$ cat src/rtl/qar_dac_pkg.sv
// Shared constants and types for the queued four-channel DAC output block:
// register offsets, DATA/CTRL/STATUS field positions and the FSM state type.
package qar_dac_pkg;

   // Word index taken from bus_addr[3:2]
   localparam logic [1:0] REG_DATA   = 2'd0;
   localparam logic [1:0] REG_CTRL   = 2'd1;
   localparam logic [1:0] REG_STATUS = 2'd2;
   localparam logic [1:0] REG_DIV    = 2'd3;

   localparam int CTRL_EN     = 0;
   localparam int CTRL_FLUSH  = 1;
   localparam int CTRL_IRQ_EN = 2;

   localparam int DATA_CH_LSB   = 16;
   localparam int DATA_CH_MSB   = 17;
   localparam int DATA_CODE_LSB = 0;
   localparam int DATA_CODE_MSB = 11;

   localparam int ST_FULL  = 8;
   localparam int ST_EMPTY = 9;
   localparam int ST_OVF   = 10;
   localparam int ST_UND   = 11;

   localparam logic [15:0] DIV_RST = 16'h00FF;

   typedef enum logic {
      ST_DISABLED = 1'b0,
      ST_RUN      = 1'b1
   } qar_state_e;

   typedef struct packed {
      logic [1:0]  ch;
      logic [11:0] code;
   } sample_t;

   function automatic sample_t to_sample(input logic [31:0] w);
      sample_t s;
      s.ch   = w[DATA_CH_MSB:DATA_CH_LSB];
      s.code = w[DATA_CODE_MSB:DATA_CODE_LSB];
      return s;
   endfunction

endpackage

$ cat src/rtl/qar_dac_fifo.sv
// Sample queue: power-of-two depth, wrapping pointers, level 0..DEPTH.
// A push while full is taken only when a pop frees the head slot in the same cycle.
module qar_dac_fifo
   import qar_dac_pkg::*;
#(
   parameter int DEPTH = 4
) (
   input  logic                   clk,
   input  logic                   rst_n,
   input  logic                   push,
   input  logic                   pop,
   input  logic                   flush,
   input  sample_t                wdata,
   output sample_t                rdata,
   output logic [$clog2(DEPTH):0] level,
   output logic                   full,
   output logic                   empty
);

   localparam int AW = $clog2(DEPTH);
   localparam int LW = AW + 1;

   sample_t         mem [DEPTH];
   logic [AW-1:0]   wr_ptr;
   logic [AW-1:0]   rd_ptr;
   logic            do_push;
   logic            do_pop;

   assign full    = (level == LW'(DEPTH));
   assign empty   = (level == '0);
   assign do_pop  = pop && !empty && !flush;
   assign do_push = push && (!full || do_pop) && !flush;
   assign rdata   = mem[rd_ptr];

   always_ff @(posedge clk or negedge rst_n) begin
      if (!rst_n) begin
         wr_ptr <= '0;
         rd_ptr <= '0;
         level  <= '0;
      end else if (flush) begin
         wr_ptr <= '0;
         rd_ptr <= '0;
         level  <= '0;
      end else begin
         if (do_push) wr_ptr <= wr_ptr + AW'(1);
         if (do_pop)  rd_ptr <= rd_ptr + AW'(1);
         case ({do_push, do_pop})
            2'b10:   level <= level + LW'(1);
            2'b01:   level <= level - LW'(1);
            default: level <= level;
         endcase
      end
   end

   // Storage needs no reset: level/pointers decide what is valid
   always_ff @(posedge clk) begin
      if (do_push) mem[wr_ptr] <= wdata;
   end

endmodule

$ cat src/rtl/qar_dac_out.sv
// Bus-fed four-channel DAC output sequencer: samples are queued and released
// one per divider tick onto held 12-bit channel outputs.
module qar_dac_out
   import qar_dac_pkg::*;
#(
   parameter int FIFO_DEPTH = 4,
   parameter int DIV_WIDTH  = 16
) (
   input  logic        clk,
   input  logic        rst_n,
   input  logic        bus_valid,
   input  logic        bus_we,
   input  logic [3:0]  bus_addr,
   input  logic [31:0] bus_wdata,
   output logic        bus_ready,
   output logic [31:0] bus_rdata,
   output logic [11:0] dac_ch0,
   output logic [11:0] dac_ch1,
   output logic [11:0] dac_ch2,
   output logic [11:0] dac_ch3,
   output logic        dac_update,
   output logic [1:0]  dac_chan,
   output logic        dac_irq
);

   localparam int LW = $clog2(FIFO_DEPTH) + 1;

   qar_state_e           state;
   logic [DIV_WIDTH-1:0] cnt;
   logic [DIV_WIDTH-1:0] div_reg;
   logic                 irq_en;
   logic                 ovf;
   logic                 und;
   logic [11:0]          dac_q [4];

   logic [1:0]           reg_sel;
   logic                 wr;
   logic                 push;
   logic                 ctrl_wr;
   logic                 status_wr;
   logic                 div_wr;
   logic                 flush;
   logic                 tick;
   logic                 pop;
   logic                 fifo_full;
   logic                 fifo_empty;
   logic [LW-1:0]        level;
   sample_t              head;
   logic                 unused_bits;

   assign bus_ready = bus_valid;
   assign reg_sel   = bus_addr[3:2];
   assign wr        = bus_valid && bus_we;
   assign push      = wr && (reg_sel == REG_DATA);
   assign ctrl_wr   = wr && (reg_sel == REG_CTRL);
   assign status_wr = wr && (reg_sel == REG_STATUS);
   assign div_wr    = wr && (reg_sel == REG_DIV);
   assign flush     = ctrl_wr && bus_wdata[CTRL_FLUSH];
   assign tick      = (state == ST_RUN) && (cnt == '0);
   // A flush landing on a tick suppresses that tick's pop
   assign pop       = tick && !fifo_empty && !flush;

   assign unused_bits = &{1'b0, bus_addr[1:0], bus_wdata};

   qar_dac_fifo #(.DEPTH(FIFO_DEPTH)) u_fifo (
      .clk   (clk),
      .rst_n (rst_n),
      .push  (push),
      .pop   (pop),
      .flush (flush),
      .wdata (to_sample(bus_wdata)),
      .rdata (head),
      .level (level),
      .full  (fifo_full),
      .empty (fifo_empty)
   );

   always_ff @(posedge clk or negedge rst_n) begin
      if (!rst_n) begin
         state      <= ST_DISABLED;
         cnt        <= '0;
         div_reg    <= DIV_WIDTH'(DIV_RST);
         irq_en     <= 1'b0;
         ovf        <= 1'b0;
         und        <= 1'b0;
         dac_update <= 1'b0;
         dac_chan   <= 2'd0;
         for (int i = 0; i < 4; i++) dac_q[i] <= 12'h000;
      end else begin
         dac_update <= 1'b0;
         case (state)
            ST_DISABLED: begin
               if (ctrl_wr && bus_wdata[CTRL_EN]) begin
                  state <= ST_RUN;
                  cnt   <= div_reg;
               end
            end
            ST_RUN: begin
               cnt <= (cnt == '0) ? div_reg : cnt - DIV_WIDTH'(1);
               if (ctrl_wr && !bus_wdata[CTRL_EN]) state <= ST_DISABLED;
               if (pop) begin
                  dac_q[head.ch] <= head.code;
                  dac_update     <= 1'b1;
                  dac_chan       <= head.ch;
               end
            end
            default: state <= ST_DISABLED;
         endcase
         if (ctrl_wr) irq_en  <= bus_wdata[CTRL_IRQ_EN];
         if (div_wr)  div_reg <= bus_wdata[DIV_WIDTH-1:0];
         // Sticky bits: a new event in the clearing cycle wins over the clear
         ovf <= (ovf && !(status_wr && bus_wdata[ST_OVF])) ||
                (push && fifo_full && !pop);
         und <= (und && !(status_wr && bus_wdata[ST_UND])) ||
                (tick && fifo_empty);
      end
   end

   always_comb begin
      bus_rdata = '0;
      case (reg_sel)
         REG_CTRL: begin
            bus_rdata[CTRL_EN]     = (state == ST_RUN);
            bus_rdata[CTRL_IRQ_EN] = irq_en;
         end
         REG_STATUS: begin
            bus_rdata[LW-1:0]  = level;
            bus_rdata[ST_FULL]  = fifo_full;
            bus_rdata[ST_EMPTY] = fifo_empty;
            bus_rdata[ST_OVF]   = ovf;
            bus_rdata[ST_UND]   = und;
         end
         REG_DIV:  bus_rdata[DIV_WIDTH-1:0] = div_reg;
         default:  bus_rdata = '0;
      endcase
   end

   assign dac_ch0 = dac_q[0];
   assign dac_ch1 = dac_q[1];
   assign dac_ch2 = dac_q[2];
   assign dac_ch3 = dac_q[3];
   assign dac_irq = (state == ST_RUN) && irq_en && (level <= LW'(FIFO_DEPTH / 2));

endmodule

$ cat config.mk
export PLATFORM = sky130hd
export DESIGN_NAME = qar_dac_out
export DESIGN_NICKNAME = d
export VERILOG_FILES = /design/src/rtl/qar_dac_pkg.sv /design/src/rtl/qar_dac_fifo.sv /design/src/rtl/qar_dac_out.sv
export SDC_FILE = /design/constraint.sdc
export NUM_CORES = 1
export LEC_CHECK = 0
export CORE_UTILIZATION = 52
export CTS_BUF_LIST = sky130_fd_sc_hd__clkbuf_16
export DETAILED_ROUTE_END_ITERATION = 10
export GPL_ROUTABILITY_DRIVEN = 0
export MAX_ROUTING_LAYER = met4
export PLACE_DENSITY = 0.8
export SETUP_SLACK_MARGIN = 0.02
export SKIP_LAST_GASP = 1
export SLEW_MARGIN = 20
export SYNTH_ARGS = -nofsm -noshare
export SYNTH_HDL_FRONTEND = slang
export SYNTH_SLANG_ARGS = --single-unit
$ cat constraint.sdc
create_clock -name clk -period 3.3 [get_ports clk]
set_input_delay 0.66 -clock clk [delete_from_list [all_inputs] [get_ports clk]]
set_output_delay 0.66 -clock clk [all_outputs]
set_load 0.01 [all_outputs]
## Yosys cells after proc, flatten, opt, wreduce, memory -nomap -nowiden

Memory sizes are Yosys's and may differ from the RTL's.
Index checks and enable logic that the tools add are counted.

- Register bits: 94
- Bits in writable memories: 56
- Bits of input ports: 40
- Output and inout port bits: 85
- Word-level logic and storage cells: 100
- Memories: 1

Memories:

| name | depth | width | rd ports | clocked after memory_dff | wr ports | RTL line | text |
|---|---|---|---|---|---|---|---|
| u_fifo.mem | 4 | 14 | 1 | 0 | 1 | qar_dac_fifo.sv:23 | `sample_t mem [DEPTH];` |

- $add $sub $neg: 5
- Magnitude comparators: 3
- Eq/ne operators: 7
- Muxes and demuxes: 25
- Bitwise operators: 2
- Reductions and logical operators: 42

Operator list:

| operator | count |
|---|---|
| $bwmux 48 | 1 |
| $mux 16 | 2 |
| $pmux 16 s2 | 1 |
| $logic_and 1x1->1 | 25 |
| $demux 12 s2 | 1 |
| $logic_not 16->1 | 1 |
| $sub 16x1->16 const B | 1 |
| $mux 12 | 1 |
| $mux 2 | 4 |
| $pmux 4 s2 | 1 |
| $logic_not 1->1 | 7 |
| $eq 2x2->1 const B | 3 |
| $mux 1 | 6 |
| $pmux 1 s3 | 2 |
| $pmux 3 s2 | 1 |
| $mux 5 | 1 |
| $add 2x1->2 const B | 2 |
| $eq 2x1->1 const B | 2 |
| $mux 4 | 1 |
| $pmux 1 s2 | 2 |
| $reduce_bool 2->1 | 2 |
| $add 3x1->3 const B | 1 |
| $eq 3x3->1 const B | 1 |
| $ge 3x3->1 const B | 1 |
| 12 further kinds | 14 |

## Logic depth before layout (Yosys ltp)

- Word-level depth: 13
- Gate-level depth with buffers: 9

## Modules after synthesis

Synthesis repeated with hierarchy kept, for this count alone.

- Cells, all modules: 480
- Area, all modules: 6701.4 um2

By module, submodules not included:

| module | instances | cells an instance | area an instance (um2) | sequential area each (um2) |
|---|---|---|---|---|
| qar_dac_out | 1 | 356 | 4189.0 | 2187.1 |
| qar_dac_fifo | 1 | 124 | 2512.4 | 1856.8 |

## Worst setup path before layout

Ideal clock, no wire load.

- Path kind: input to register
- From: input bus_addr[3]
- To: register u_fifo.level[2]
- Library setup time: 125 ps
- Data arrival time: 2569 ps
- Required time: 3175 ps
- Slack: 607 ps
- Stages on the path: 8
- Buffers on the path: 1
- Cells stage by stage: and4b_1 and2_1 clkbuf_1 or3_1 nor2_1 fa_1 mux2i_1 mux2_2

- Word-level cells in the longest chain between the ends: 13
- Elaborated cells on any way between the ends: 17
- Those cells by class: eq/ne: 3; mux: 2; reduce/logical: 12

RTL lines:

| element | RTL line | text |
|---|---|---|
| start: declaration | qar_dac_out.sv:13 | `input logic [3:0] bus_addr,` |
| $eq 2x1->1 | qar_dac_out.sv:55 | `assign ctrl_wr = wr && (reg_sel == REG_CTRL);` |
| $logic_and 1x1->1 | qar_dac_out.sv:55 |  |
| $logic_and 1x1->1 | qar_dac_out.sv:58 | `assign flush = ctrl_wr && bus_wdata[CTRL_FLUSH];` |
| $logic_not 1->1 | qar_dac_fifo.sv:31, qar_dac_fifo.sv:32, qar_dac_out.sv:61 |  |
| $logic_and 1x1->1 | qar_dac_out.sv:61 | `assign pop = tick && !fifo_empty && !flush;` |
| $logic_and 1x1->1 (2 in series) | qar_dac_fifo.sv:31 | `assign do_pop = pop && !empty && !flush;` |
| $logic_or 1x1->1 | qar_dac_fifo.sv:32 | `assign do_push = push && (!full \|\| do_pop) && !flush;` |
| $logic_and 1x1->1 (2 in series) | qar_dac_fifo.sv:32 |  |
| $eq 2x1->1 / $eq 2x2->1 (equally long branches) | qar_dac_fifo.sv:47 | `case ({do_push, do_pop})` |
| $pmux 3 s2 | qar_dac_fifo.sv:47 |  |
| $mux 3 | qar_dac_fifo.sv:40 | `end else if (flush) begin` |
| end signal: assignment | qar_dac_fifo.sv:48 | `2'b10: level <= level + LW'(1);` |
| end signal: assignment | qar_dac_fifo.sv:49 | `2'b01: level <= level - LW'(1);` |
| end signal: assignment | qar_dac_fifo.sv:50 | `default: level <= level;` |
| end: declaration | qar_dac_fifo.sv:15 | `output logic [$clog2(DEPTH):0] level,` |

Several ways; a longest one is shown, not always the timed one.
A chain may end at the register's enable or synchronous reset.

## Worst setup path in the final report

- From: register u_fifo.level[1]
- To: output bus_rdata[9]

- Word-level cells in the longest chain between the ends: 2

RTL lines:

| element | RTL line | text |
|---|---|---|
| $logic_not 3->1 | qar_dac_fifo.sv:30 | `assign empty = (level == '0);` |
| $pmux 4 s2 | qar_dac_out.sv:121 | `case (reg_sel)` |
| end: declaration | qar_dac_out.sv:16 | `output logic [31:0] bus_rdata,` |

No other way between the ends.

==> run_results.csv <==
group,metric,value,unit
status,run_status,"complete, no violations",
synthesis,synth-compound-area-share,0.05608,
synthesis,syn_area,6604,µm²
synthesis,yosysWarningCount,0,
placement,io_buffer_count,92,
sta,rsz0062_at_grt,"no",
sta,final.period_utilization,0.9130,
finish,regArea,4044,µm²
floorplan,fp-row-count,40,
sta,setup_viol,0,
synthesis,ys_async_sr_fraction,0.6267,
floorplan,ios,125,
cts,cts.clk_slew.worst_paths,0.06,ns
synthesis,synth_top_area_share,0.3259,
sta,slew_headroom,0.5172,
finish,largest_reg_flops,56,
cts,clk_latency,0.42,ns
routing,wl_per_cell,18.58,µm
worst_hold_path,min_path_type,"primary input to async pin",
cts,cts-resized-gates,0,
sta,fin_skew,0.006708,ns
finish,drive_gt1_frac,0.2653,
sta,timing.final.ws_setup,0.2871,ns
placement,dp.cells,724,
sta,fin_tns_setup,0,ns
synthesis,synth-simple-area-share,0.1053,
grt,grt_max_degree,55,
cts,clockBufferDepth,2,
finish,num_antenna_cells,0,
grt,grt_usage,0.2420,
grt,overflow,0,
worst_setup_path,cp-end-kind,"primary output",
cts,cts_tree,"yes",
grt,antenna_found_initial,0,
finish,fin_cells,756,
flow_run,maxCapViolCount,0,
floorplan,die_h,114.7,µm
worst_setup_path,worstSetupStartpointType,"flop",
synthesis,synth_edf_count,56,
routing,drtIter0Drc,294,
synthesis,ys_types,52,
routing,vias_per_cell,5.702,
sta,min_period,3.013,ns
finish,fillers,889,
finish,nNetsFinal,622,
worst_setup_path,worstPathArrival,2.35,ns
synthesis,synth_xor_xnor_area_share,0.002653,
power,irDropWorstVdd,419.7,µV
routing,firstDrtPassIters,4,
cts,cts_buffers,17,
placement,pre_cts_slack,0.1665,ns
synthesis,avgSynthCellArea,14.39,µm²
synthesis,synth_commonest_cells,"dfrtp_1, mux2_2, edfxtp_1, nand2_1, o21ai_0",
finish,area_growth,25.67,%
sta,tightest_slew,0.7227,ns
grt,grt_first_pass_wirelength,23.03,mm
floorplan,start_util,0.5408,
synthesis,ys_top_cells_by_area,"dfrtp_1, edfxtp_1, mux2_2, mux4_2, dfstp_2",
cts,postCtsSetupBuffers,0,
cts,cts_sinks,150,
placement,dp_hpwl,9.761,mm
synthesis,synth_top_flop_cell,"dfrtp_1",
power,p_per_area,677.2,nW/µm²
synthesis,synth_fa_ha_area_frac,0.01440,
synthesis,yosysSeqAreaShare,0.6124,
cts,hold_buffers,0,
synthesis,yosysMostFrequentCell,"dfrtp_1",
floorplan,core_area,12210,µm²
routing,drt-total-wl,14.05,mm
worst_setup_path,worst_ep_required_time,2.64,ns
synthesis,synthMuxAreaShare,0.1730,
sta,final_max_slew_viol_count,0,
sta,max_clock_freq,331.9,MHz
floorplan,die_w,114.7,µm
cts,htreeDepth,4,
routing,drc,0,
synthesis,yosysTopAreaCell,"dfrtp_1",
synthesis,synth_top_family_by_area,"multiplexers",
power,p_leak,0.003427,µW
routing,vias,4311,
sta,hold_viol,0,
grt,grt_pass1_vias,4492,
cts,cts-root-buf,"clkbuf_16",
worst_setup_path,crit_type,"flop to primary output",
floorplan,dieArea,13150,µm²
worst_setup_path,critPathMaxFanout,9,
sta,holdWs,0.2866,ns
synthesis,netlist_instances,459,
finish,multi_input_area,2381,µm²
synthesis,ys_ff_latch,150,
routing,antenna_left,0,
cells by family (layout without fill, tap and decap cells):
logic type | Yosys count | after routing
buffers and inverters | 42 | 156
other | 1 | 16
DFF | 150 | 150
muxes | 88 | 88
and+or+nand+nor | 116 | 116
xor gates and xnor gates | 2 | 2
AOI/OAI and AO/OA | 53 | 53
adders and majority gates | 7 | 7
cell usage in the layout, fill, tap and decap left out, drive strengths merged, types with 10 or more instances in the layout:
master,synthesis,final
dfrtp,86,86
edfxtp,56,56
clkbuf,10,18
mux4,14,14
and3,10,10
nor4,10,10
nand2,24,24
inv,7,11
buf,25,26
nor3,11,11
a221o,12,12
mux2,69,69
clkdlybuf4s50,0,91
conb,1,16
o21ai,22,22
nor2,12,12
nand3,10,10
worst max-delay path, cell delays in order (launching register included):
cell	delay (ns)
dfrtp_1	0.48
or3_1	0.48
o21ai_0	0.26
and2_1	0.17
clkdlybuf4s50_1	0.54
metal layers:
metal,vias up,wire [µm],track usage
met5,-,0,-
met4,0,259,0.09610
met3,24,610,0.04923
met2,132,7154,0.4040
met1,2210,6023,0.2896
li1,1945,-,-
area by class of cell:
cell class	instances	share of cell area
flip-flops and latches	150	0.4873
multi-input cells	282	0.2869
repair buffers	117	0.1333
clock buffers	18	0.05427
well taps	168	0.02533
clock inverters	14	0.009799
inverters	7	0.003166
final timing paths:
check	from	to	slack, ns	depth (start not counted)
worst max-delay path	u_fifo.level[1]	bus_rdata[9]	0.29	4
worst min-delay path	rst_n	dac_ch0[4]	0.29	1
worst max register to register	cnt[0]	dac_ch3[4]	0.37	8
worst min register to register	dac_chan[1]	dac_chan[1]	0.47	2
max in group asynchronous	rst_n	dac_ch1[9]	2.22	2
min in group clk	dac_chan[1]	dac_chan[1]	0.47	2
through the flow:
step | cell area [µm²] | utilization | power [µW]
CTS | 8299 | 0.6796 | 5649
detailed placement | 7767 | 0.6361 | 3914
global route | 8299 | 0.6796 | 5909
floorplan | 6660 | - | 3355
finish | 8299 | 0.6796 | 5620
global placement | 7767 | 0.6361 | 3829
power by group:
| group | switching [µW] | internal, µW |
|---|---|---|
| Sequential | 294 | 2220 |
| Clock | 736 | 991 |
| Combinational | 678 | 704 |
| Total | 1710 | 3910 |
No activity file was read; power rests on OpenSTA's default activity.
==> edit 1: new RTL, same flow settings <==
Put a register stage on the output `dac_irq`, with the module's reset. The value now appears one clock later. The other outputs are not delayed to match.
--- a/src/rtl/qar_dac_out.sv
+++ b/src/rtl/qar_dac_out.sv
@@ -141,3 +141,9 @@
    assign dac_ch3 = dac_q[3];
-   assign dac_irq = (state == ST_RUN) && irq_en && (level <= LW'(FIFO_DEPTH / 2));
+   always_ff @(posedge clk or negedge rst_n) begin
+      if (!rst_n) begin
+         dac_irq <= '0;
+      end else begin
+         dac_irq <= (state == ST_RUN) && irq_en && (level <= LW'(FIFO_DEPTH / 2));
+      end
+   end
 
Check against the original RTL: not equivalent (a bounded check fails within 4 cycles, from zero or initial values and one cycle with rst_n low).
==> edit 1 against the unedited design <==
Count of clock-buffer cells in the layout decreased by 1; first-iteration DRC count decreased by 2.7%; setup slack got worse by 0.030 ns; sequential share of layout area decreased by 0.73 points; cell area increased by 2.1%; wire length decreased by 1.8%; sequential cell count increased by 1; area after synthesis about the same; non-clock buffer count unchanged; total power increased by 7.7%; highest routed layer unchanged.
==> edit 1: results (changes against the unedited design) <==
metric,value,unit,change
leakagePower,3.54,nW,was 3.43 nW
finalClockSkew,0.00765,ns,was 0.00671 ns
synth_common_cells,"87 x dfrtp_1, 56 x edfxtp_1, 42 x mux2_1",,"was 86 x dfrtp_1, 69 x mux2_2, 56 x edfxtp_1"
crit_end,bus_rdata[0],,was bus_rdata[9]
grt_pass1_wl,22.8,mm,was 23.0 mm
met1_usage,29.0,%,about the same
fill_cells,863,,was 889
synth.distinct_cells,51,,was 52
grt_max_degree,88,,was 55
synth-seq-cells,151,,was 150
max-vdd-ir-drop,377,uV,was 420 uV
wl_per_cell,18.2,um,was 18.6 um
drt-pass1-iter-count,6,,was 4
relSlewSlack,51.6,%,was 51.7%
period_minus_slack,3.04,ns,was 3.01 ns
async_flop_share,62.9,%,was 62.7%
drtIter0Drc,286,,was 294
dr_wl_met3,616,um,was 610 um
cp_max_fo,13,,was 9
r2r-end,dac_ch0[11]$_DFFE_PN0P_,,was dac_ch3[4]$_DFFE_PN0P_
viasPerCell,5.64,,was 5.70
place_hpwl,9.40,mm,was 9.76 mm
drive_above_1_share,18.6,%,was 26.5%
seq_area_frac_synth,61.6,%,was 61.2%
utilization,69.4,%,was 68.0%
yosys.area_share.adder,1.44,%,about the same
grt_usage,23.8,%,was 24.2%
wl_met1,5.92,mm,was 6.02 mm
crit_path_max_incr_delay,0.50,ns,was 0.54 ns
grt_pass1_vias,4348,,was 4492
arrival,2.38,ns,was 2.35 ns
holdWs,0.0639,ns,was 0.287 ns
placed_cells,726,,was 724
status,completed,,unchanged
synth_compound_area_share,5.57,%,was 5.61%
grtUsageMet3,4.24,%,was 4.92%
path_delay_family,buffers and inverters,,was simple AND/OR/NAND/NOR gates
place_ws,0.226,ns,was 0.166 ns
synth-xor-area-share,0.265,%,about the same
nNetsFinal,624,,was 622
wirelength,13.8,mm,was 14.0 mm
edit 1: cell count changes in the layout (fill, tap and decap cells not counted), sizes merged:
cell      change
a221o         -1
bufinv        +7
clkbuf        -1
clkinv        -3
clkinvlp      -2
dfrtp         +1
inv           -1
nand2         +1
o211ai        +1
edit 1: layout make-up:
cell class | count | share of cell area (%)
Clock buffer | 17 | 5.02
Tap cell | 168 | 2.48
Timing Repair Buffer | 117 | 13.2
Inverter | 7 | 0.310
Sequential cell | 151 | 48.0
Clock inverter | 15 | 3.19
Multi-Input combinational cell | 283 | 27.8
edit 1: power by group:
group | internal (mW) | switching [mW] | total [mW] | leakage (nW)
Clock | 1.50 | 0.758 | 2.26 | 0.336
Sequential | 2.22 | 0.285 | 2.51 | 1.75
Combinational | 0.650 | 0.637 | 1.29 | 1.45
Total | 4.37 | 1.68 | 6.05 | 3.54
edit 1: logic make-up after synthesis:
logic type,count (synthesis)
buf+inv,43
simple gates,117
xor+xnor,2
other cells,1
compound gates,53
fa+ha+maj,7
flops,151
mux,88
==> edit 2: new RTL, same flow settings <==
Without the edit above. The parameter `FIFO_DEPTH` goes from 4 to 8.
--- a/src/rtl/qar_dac_out.sv
+++ b/src/rtl/qar_dac_out.sv
@@ -5,3 +5,3 @@
 #(
-   parameter int FIFO_DEPTH = 4,
+   parameter int FIFO_DEPTH = 8,
    parameter int DIV_WIDTH  = 16
Check against the original RTL: not equivalent (Yosys sat finds a counterexample within 10 cycles, from zero or initial values and one cycle with rst_n low).
==> edit 2 against the unedited design <==
Wire length rose by 39%; final cell count rose by 25%; clock skew fell by 0.00051 ns; setup slack got worse by 0.20 ns; count of clock-buffer cells in the layout rose by 3; area after synthesis rose by 40%; first-iteration DRC count fell by 6.8%; cell area rose by 35%; non-clock buffer count rose by 10; worst hold slack got worse by 0.11 ns; via count rose by 27%; sequential cell count rose by 59; total power rose by 23%; synthesized cell count rose by 28%; critical endpoint is now bus_rdata[8].
==> edit 2: results (changes against the unedited design) <==
metric,value,unit,change
seqCellArea,5800,sq um,was 4040 sq um
async_flop_share,46.4,%,was 62.7%
seq_area_frac_synth,62.7,%,was 61.2%
synth_edf_count,112,,was 56
synth_area_leaders,"edfxtp_1 36%, dfrtp_1 24%, mux4_2 6.8%, mux2_4 6.5%, mux2_2 5.0%",,"was dfrtp_1 33%, edfxtp_1 25%, mux2_2 12%, mux4_2 4.8%, dfstp_2 3.2%"
drt-pass1-iter-count,5,,was 4
ff2ff_path_depth,12,,was 8
largest_reg_flops,112,,was 56
status,completed,,unchanged
cp_max_fo,8,,was 9
crit_path_max_incr_delay,0.74,ns,was 0.54 ns
synth_common_cells,"112 x edfxtp_1, 89 x dfrtp_1, 41 x mux2_2",,"was 86 x dfrtp_1, 69 x mux2_2, 56 x edfxtp_1"
grt_usage,23.0,%,was 24.2%
slowest_stage,or4b_2,,was clkdlybuf4s50_1
grt_pass1_wl,31.0,mm,was 23.0 mm
grt_max_degree,48,,was 55
cts_max_level,1,,was 4
arrival,2.55,ns,was 2.35 ns
finalClockSkew,0.00620,ns,was 0.00671 ns
cts_buffers,21,,was 17
drtIter0Drc,274,,was 294
clock_path_buffers,3,,was 2
wirelength,19.5,mm,was 14.0 mm
grt_pass1_vias,5650,,was 4492
drive_above_1_share,27.2,%,was 26.5%
r2r-end,u_fifo.level[2]$_DFFE_PN0P_,,was dac_ch3[4]$_DFFE_PN0P_
place_hpwl,13.4,mm,was 9.76 mm
[edit 2: cell count changes after synthesis, sizes merged, moves of 6 or more]
cell    delta
mux2      +12
a21oi      +8
mux4      +14
clkbuf     +6
edfxtp    +56
buf        +6
nor2      +15
[edit 2: what timing repair did]
action,CTS,global route
setup endpoints to repair,1,2
gates resized for setup,2,2
buffers inserted,0,2
gates cloned,0,0
[edit 2: worst max-delay path by stage]
stage                                     start                          to  slack (ns)
floorplan                             bus_valid  u_fifo.mem[2][0]$_DFFE_PP_        0.26
global placement                    bus_addr[3]  u_fifo.mem[4][7]$_DFFE_PP_        0.21
detailed placement                       bus_we  u_fifo.mem[4][4]$_DFFE_PP_         0.1
CTS                 u_fifo.level[1]$_DFFE_PN0P_                bus_rdata[8]        0.05
global route        u_fifo.level[2]$_DFFE_PN0P_                bus_rdata[8]        0.02
finish              u_fifo.level[1]$_DFFE_PN0P_                bus_rdata[8]        0.09
[edit 2: cell families (layout without fill, tap and decap cells)]
family,Yosys count,after routing,synth area share [%]
multiplexers,119,119,19.4
AND/OR/NAND/NOR,126,126,8.10
adder cells (fa/ha/maj),5,5,0.676
XOR/XNOR,5,5,0.473
AO/OA/AOI/OAI,68,68,4.99
flip-flops,209,209,62.7
other,1,16,0.0405
buffers and inverters,56,173,3.69
[edit 2: cell type report]
| cell class | instances | share of cell area, % |
|---|---|---|
| Clock inverter | 16 | 1.06 |
| Inverter | 9 | 0.302 |
| Sequential cell | 209 | 51.8 |
| Clock buffer | 21 | 4.69 |
| Timing Repair Buffer | 127 | 11.2 |
| Tap cell | 225 | 2.51 |
| Multi-Input combinational cell | 339 | 28.4 |
[edit 2: power by group]
group | leakage [nW] | switching, mW | internal, mW | total, mW
Combinational | 1.89 | 0.695 | 0.685 | 1.38
Clock | 0.346 | 0.919 | 1.31 | 2.23
Sequential | 2.26 | 0.282 | 2.99 | 3.28
Total | 4.50 | 1.90 | 4.99 | 6.89
[edit 2: stage by stage]
step / power, mW / setup slack, ns / instances
3_5_place_dp: 4.67 / 0.0982 / 907
2_1_floorplan: 4.21 / 0.264 / 604
3_3_place_gp: 4.59 / 0.206 / 907
5_1_grt: 7.21 / 0.0230 / 946
4_1_cts: 6.92 / 0.0514 / 944
6_report: 6.89 / 0.0875 / 946
[edit 2: per-layer routing]
metal  wire length (um)  vias up  global-route usage, %
met3               1210       36                   2.66
met1               8220     2749                   29.5
met2               9630      238                   38.7
met5                  0        -                      -
li1                   -     2472                      -
met4                453        0                   6.43
[edit 2: worst register-to-register path: stages, from the launching register on]
cell and delay [ns]:
dfrtp_1 0.40, inv_1 0.15, ha_1 0.16, nor4b_1 0.43, nand4_1 0.24, nor2_1 0.21
nand2_1 0.09, xnor2_1 0.13, ha_1 0.19, or3_1 0.31, a2111oi_0 0.42, nor2_1 0.10
o31ai_1 0.08
